$ cat src/rtl/tl_rx_vc_read_ctrl.sv
// Read-side controller for one RX virtual-channel buffer: pops a committed TLP
// (header, then payload beats) onto valid/ready egress streams and returns credits.
module tl_rx_vc_read_ctrl #(
  parameter int HDR_WIDTH      = 128,
  parameter int DATA_WIDTH     = 256,
  parameter int BEAT_CNT_WIDTH = 8
) (
  input  logic                     i_clk,
  input  logic                     i_n_rst,
  input  logic                     i_hdr_empty,
  input  logic                     i_data_empty,
  input  logic [HDR_WIDTH-1:0]     i_hdr_rdata,
  input  logic [DATA_WIDTH-1:0]    i_data_rdata,
  output logic                     o_r_hdr_inc,
  output logic                     o_r_data_inc,
  output logic                     o_hdr_valid,
  input  logic                     i_hdr_ready,
  output logic [HDR_WIDTH-1:0]     o_hdr,
  output logic                     o_data_valid,
  input  logic                     i_data_ready,
  output logic [DATA_WIDTH-1:0]    o_data,
  output logic [DATA_WIDTH/32-1:0] o_data_keep,
  output logic                     o_data_last,
  output logic                     o_cr_hdr_rel,
  output logic                     o_cr_data_rel,
  output logic [8:0]               o_cr_data_units
);

  localparam int DW_PER_BEAT = DATA_WIDTH / 32;
  localparam int DPB_LOG2    = $clog2(DW_PER_BEAT);

  typedef enum logic [1:0] {
    IDLE      = 2'd0,
    SEND_HDR  = 2'd1,
    SEND_DATA = 2'd2
  } state_t;

  state_t                    state_q, state_d;
  logic [BEAT_CNT_WIDTH-1:0] beat_cnt_q;
  logic [10:0]               len_q;

  logic [10:0]               len_in;
  logic [BEAT_CNT_WIDTH-1:0] beats_in;
  logic                      has_data;
  logic                      hdr_load;
  logic                      data_fire;
  logic                      last_beat;
  logic [10:0]               rem;
  logic [DW_PER_BEAT-1:0]    keep_last;

  // A zero length field encodes the maximum payload of 1024 DW.
  assign len_in   = (i_hdr_rdata[HDR_WIDTH-32 +: 10] == 10'd0) ? 11'd1024
                                                               : {1'b0, i_hdr_rdata[HDR_WIDTH-32 +: 10]};
  assign beats_in = BEAT_CNT_WIDTH'((12'(len_in) + 12'(DW_PER_BEAT - 1)) >> DPB_LOG2);

  assign has_data  = o_hdr[HDR_WIDTH-2];
  assign hdr_load  = (state_q == IDLE) && !i_hdr_empty;
  assign data_fire = (state_q == SEND_DATA) && !i_data_empty && i_data_ready;
  assign last_beat = (beat_cnt_q == BEAT_CNT_WIDTH'(1));
  assign rem       = len_q & 11'(DW_PER_BEAT - 1);

  // NOTE: every signal assigned in always_comb gets a default first so no latch is inferred.
  always_comb begin
    keep_last = '0;
    for (int i = 0; i < DW_PER_BEAT; i++) begin
      keep_last[i] = (11'(i) < rem);
    end
  end

  // NOTE: sequential state uses non-blocking assignments only; o_hdr is a plain
  // register (not a memory), so it is cleared by reset along with the counters.
  always_ff @(posedge i_clk or negedge i_n_rst) begin
    if (!i_n_rst) begin
      state_q    <= IDLE;
      o_hdr      <= '0;
      beat_cnt_q <= '0;
      len_q      <= '0;
    end else begin
      state_q <= state_d;
      if (hdr_load) begin
        o_hdr      <= i_hdr_rdata;
        beat_cnt_q <= beats_in;
        len_q      <= len_in;
      end else if (data_fire) begin
        beat_cnt_q <= beat_cnt_q - BEAT_CNT_WIDTH'(1);
      end
    end
  end

  always_comb begin
    state_d = state_q;
    case (state_q)
      IDLE:      if (!i_hdr_empty) state_d = SEND_HDR;
      SEND_HDR:  if (i_hdr_ready)  state_d = has_data ? SEND_DATA : IDLE;
      SEND_DATA: if (data_fire && last_beat) state_d = IDLE;
      default:   state_d = IDLE;
    endcase
  end

  // Data and keep are forced to zero outside the payload phase so the egress
  // side sees all-quiet outputs while idle or in reset.
  always_comb begin
    o_hdr_valid     = 1'b0;
    o_data_valid    = 1'b0;
    o_data          = '0;
    o_data_keep     = '0;
    o_data_last     = 1'b0;
    o_r_hdr_inc     = 1'b0;
    o_r_data_inc    = 1'b0;
    o_cr_hdr_rel    = 1'b0;
    o_cr_data_rel   = 1'b0;
    o_cr_data_units = '0;
    case (state_q)
      SEND_HDR: begin
        o_hdr_valid = 1'b1;
        if (i_hdr_ready && !has_data) begin
          o_r_hdr_inc  = 1'b1;
          o_cr_hdr_rel = 1'b1;
        end
      end
      SEND_DATA: begin
        o_data_valid = !i_data_empty;
        o_data       = i_data_rdata;
        o_data_last  = last_beat;
        o_data_keep  = (last_beat && rem != 11'd0) ? keep_last : '1;
        if (data_fire) begin
          o_r_data_inc = 1'b1;
          if (last_beat) begin
            o_r_hdr_inc     = 1'b1;
            o_cr_hdr_rel    = 1'b1;
            o_cr_data_rel   = 1'b1;
            o_cr_data_units = 9'((len_q + 11'd3) >> 2);
          end
        end
      end
      default: ;
    endcase
  end

endmodule

$ cat config.mk
export PLATFORM = sky130hd
export DESIGN_NAME = tl_rx_vc_read_ctrl
export DESIGN_NICKNAME = d
export VERILOG_FILES = /design/src/rtl/tl_rx_vc_read_ctrl.sv
export SDC_FILE = /design/constraint.sdc
export NUM_CORES = 1
export LEC_CHECK = 0
export CAP_MARGIN = 30
export CORE_AREA = 2 2 315 317
export DETAILED_ROUTE_END_ITERATION = 12
export DIE_AREA = 0 0 317 319
export GPL_TIMING_DRIVEN = 0
export HOLD_SLACK_MARGIN = 0.08
export SYNTH_ARGS = -nofsm -noshare
export SYNTH_HDL_FRONTEND = slang
export SYNTH_SLANG_ARGS = --single-unit
$ cat constraint.sdc
create_clock -name i_clk -period 5.5 [get_ports i_clk]
set_input_delay 0.55 -clock i_clk [delete_from_list [all_inputs] [get_ports i_clk]]
set_output_delay 0.55 -clock i_clk [all_outputs]
set_load 0.005 [all_outputs]
==> reports/summary.log <==
[clocking] number of buffers inserted for hold repair after clock tree synthesis 1
[setup_path] cell count of the worst reg-to-reg path 7
[sta] aggregate negative setup slack 0 ps
[placed_design] detailed placer's ending HPWL 70200 um
[yosys] cell with the most instances after synthesis sky130_fd_sc_hd__nand2_1
[global_routing] global-route wire length before repair 99200 um
[clocking] Resize count post-CTS 0
[clocking] H-tree level count 4
[drt] count of TritonRoute iterations in the first routing pass 5
[yosys] Post-synth EDFFs 0
[placed_design] number of I/O port buffers 796
[sta] timing-limited maximum frequency 243 MHz
[clocking] clock root buffer sky130_fd_sc_hd__clkbuf_16
[setup_path] required time at the endpoint of the critical path 4950 ps
[floorplanning] area of the core 97700 um2
[clocking] clock network latency to the later pin of the worst-skew pair 480 ps
[yosys] area of the mapped netlist 7910 um2
[sta] slew of the pin with the lowest slew margin 835 ps
[floorplanning] die width 317 um
[sta] Final Hold Violating Endpoints 0
[hold_path] destination of the worst hold path o_hdr[115]
[drt] vias per cell 3.25
[setup_path] Critical Setup Path Class reg2out
[sta] maximum clock skew at final layout 25.4 ps
[floorplanning] die height 319 um
[yosys] primary flip-flop cell chosen by synthesis mapping sky130_fd_sc_hd__dfrtp_1
[pwr] power density normalized to cell area 365 nW/um2
[setup_path] signal arrival time at the worst endpoint 3570 ps
[sta] number of endpoints failing setup at the final stage 0
[yosys] Synth top cells by count sky130_fd_sc_hd__nand2_1 (407), sky130_fd_sc_hd__and2_1 (258), sky130_fd_sc_hd__dfrtp_1 (149)
[placed_design] RD Place Congestion 0.923
[pwr] worst-case vdd ir drop 331 uV
[cells_and_area] ratio of cells with drive above 1 in the final layout 2.57%
[global_routing] pin count of the biggest net entering global routing 83
[floorplanning] I/O pin total 798
[yosys] dominant cells by area after synthesis sky130_fd_sc_hd__dfrtp_1 (47%), sky130_fd_sc_hd__and2_1 (20%), sky130_fd_sc_hd__nand2_1 (19%)
[setup_path] category of the worst setup path launch point flip-flop
[job] max cap viols 0
[drt] count of antenna-violating nets left after detailed routing 0
[hold_path] type of the most critical hold path reg2reg
[floorplanning] Initial Utilization 8.10%
[setup_path] endpoint of the most critical register-to-register path o_hdr[80]
[drt] DRT Wirelength 78800 um
[clocking] number of buffers on the longest clock path 2
[drt] via count 10147
[yosys] syn_nets 1394
[sta] worst slew slack as a fraction of its limit 44.3%
[global_routing] vias in the first global route 10516
[pwr] leakage component of the power 0.00745 uW
[sta] final max-slew violation count 0
[drt] routed wire length per instance 25.3 um
[sta] final critical delay including setup and external delays 4120 ps
[setup_path] setup slack of the worst register-to-register path 2900 ps
[clocking] number of sinks on the clock net 149
[yosys] flop and latch count out of synthesis 149
[clocking] number of buffers inserted by post-CTS setup repair 0
[setup_path] nature of the critical path endpoint output port
[sta] setup repair after global routing missed its margin false
[setup_path] startpoint of the lowest-slack register-to-register path state_q[0]
[floorplanning] die footprint 101000 um2
[yosys] mean post-synth cell area 7.94 um2
[status] status finished, final reports clean
[yosys] cell count after synthesis 997
[clocking] Clock Pin Slew Worst Setup and Hold Paths 80 ps
[clocking] clock tree from TritonCTS built
[floorplanning] Row Count 115
[yosys] sequential fraction of the synthesis area 47.1%
[sta] post-route clock period utilization 74.9%
[yosys] yosys warns 0
[cells_and_area] synthesis-to-finish area growth 130%
[hold_path] hold path depth 2
[global_routing] antenna violations before repair 15
[cells_and_area] core utilization of the finished layout 18.6%
[yosys] area share of the largest cell type after synthesis 47.1%
[yosys] asr flop ratio synth 100%
[setup_path] Critical Path Fanout Max 10
[yosys] Distinct cells, synth 43
[global_routing] GR Util All Layers 15.0%
[global_routing] GRT overflow 0
[hold_path] worst hold start o_hdr[115]
[drt] number of remaining DRC errors 0
[yosys] leading area contributor after synthesis sky130_fd_sc_hd__dfrtp_1
[cells_and_area] Final Net Count 2213
[clocking] number of buffers added by the clock tree synthesis step 17
[drt] Initial DRC Count 434
## layout make-up
cell class | count | area, um2
Timing Repair Buffer | 800 | 8040
Buffer | 63 | 248
Antenna cell | 2 | 5.00
Clock inverter | 15 | 176
Tap cell | 1287 | 1610
Multi-Input combinational cell | 774 | 3890
Sequential cell | 149 | 3730
Fill cell | 10908 | 79500
Clock buffer | 17 | 425
Inverter | 11 | 41.3
## worst max-delay path, cell delays in order, from the launching register on
cell                              delay [ps]
sky130_fd_sc_hd__dfrtp_1                 410
sky130_fd_sc_hd__inv_1                   120
sky130_fd_sc_hd__ha_1                    150
sky130_fd_sc_hd__buf_2                   320
sky130_fd_sc_hd__clkbuf_1                650
sky130_fd_sc_hd__clkbuf_1                420
sky130_fd_sc_hd__and2_1                  200
sky130_fd_sc_hd__clkdlybuf4s50_1         790
## worst max path at each step
stage,from,end,slack [ps]
after floorplan,state_q[0],o_r_hdr_inc,3230
after CTS,state_q[0],o_data[38],1120
after detailed placement,state_q[0],o_data[38],1680
after global placement,i_n_rst,beat_cnt_q[0],-2770
after global routing,state_q[0],o_data[38],1070
final,state_q[0],o_data[42],1380
## layer usage
layer,vias up,part of all wire [%],track usage [%]
li1,4687,-,-
met1,4817,39,16.8
met2,575,48,25.6
met3,58,10,6.14
met4,10,2.8,4.56
met5,-,0.076,0
## placed cells by master (no fill, tap or decap), types with 3 or more instances in the layout
master,count
sky130_fd_sc_hd__nand2_1,407
sky130_fd_sc_hd__buf_8,3
sky130_fd_sc_hd__nand2b_1,3
sky130_fd_sc_hd__mux2i_1,3
sky130_fd_sc_hd__and2_1,258
sky130_fd_sc_hd__inv_8,6
sky130_fd_sc_hd__nand4_1,3
sky130_fd_sc_hd__clkdlybuf4s50_1,795
sky130_fd_sc_hd__inv_1,9
sky130_fd_sc_hd__clkinv_8,4
sky130_fd_sc_hd__nor3_1,8
sky130_fd_sc_hd__clkbuf_16,17
sky130_fd_sc_hd__xor2_1,9
sky130_fd_sc_hd__o21ai_0,6
sky130_fd_sc_hd__a21oi_1,9
sky130_fd_sc_hd__ha_1,7
sky130_fd_sc_hd__xnor2_1,9
sky130_fd_sc_hd__nor2_1,18
sky130_fd_sc_hd__dfrtp_1,149
sky130_fd_sc_hd__nand3_1,8
sky130_fd_sc_hd__clkbuf_1,54
sky130_fd_sc_hd__buf_2,6
sky130_fd_sc_hd__clkinv_4,3
## state kept, by name, indices dropped and copies added, names as in the netlist
signal,cells
beat_cnt_q,8
len_q,11
o_hdr,128
state_q,2
## power by group
part / total (uW) / internal, uW / switching, uW
Sequential: 1990 / 1620 / 377
Combinational: 3440 / 1810 / 1630
Clock: 1200 / 613 / 583
## per-stage QoR
step / instances / cell area, um2 / hold slack (ps) / setup slack [ps] / power (uW)
final: 3118 / 18200 / 475 / 1380 / 6630
after global routing: 3117 / 18200 / 499 / 1070 / 7070
after CTS: 3115 / 18100 / 471 / 1120 / 6760
after detailed placement: 3082 / 17500 / 462 / 1680 / 5490
after global placement: 3080 / 17500 / 457 / -2770 / 5470
after floorplan: 997 / 7910 / 254 / 3230 / 2980
## logic make-up (layout without fill, tap and decap cells)
kind of cell,after synthesis,after routing,synth area share (%)
AND/OR/NAND/NOR,719,719,43.5
adder cells (fa/ha/maj),7,7,1.11
AO/OA/AOI/OAI,26,26,2.09
other,0,2,0
multiplexers,4,4,0.522
buffers and inverters,74,906,3.65
XOR/XNOR,18,18,1.99
flip-flops,149,149,47.1
Power figures use the tool's default switching activity.
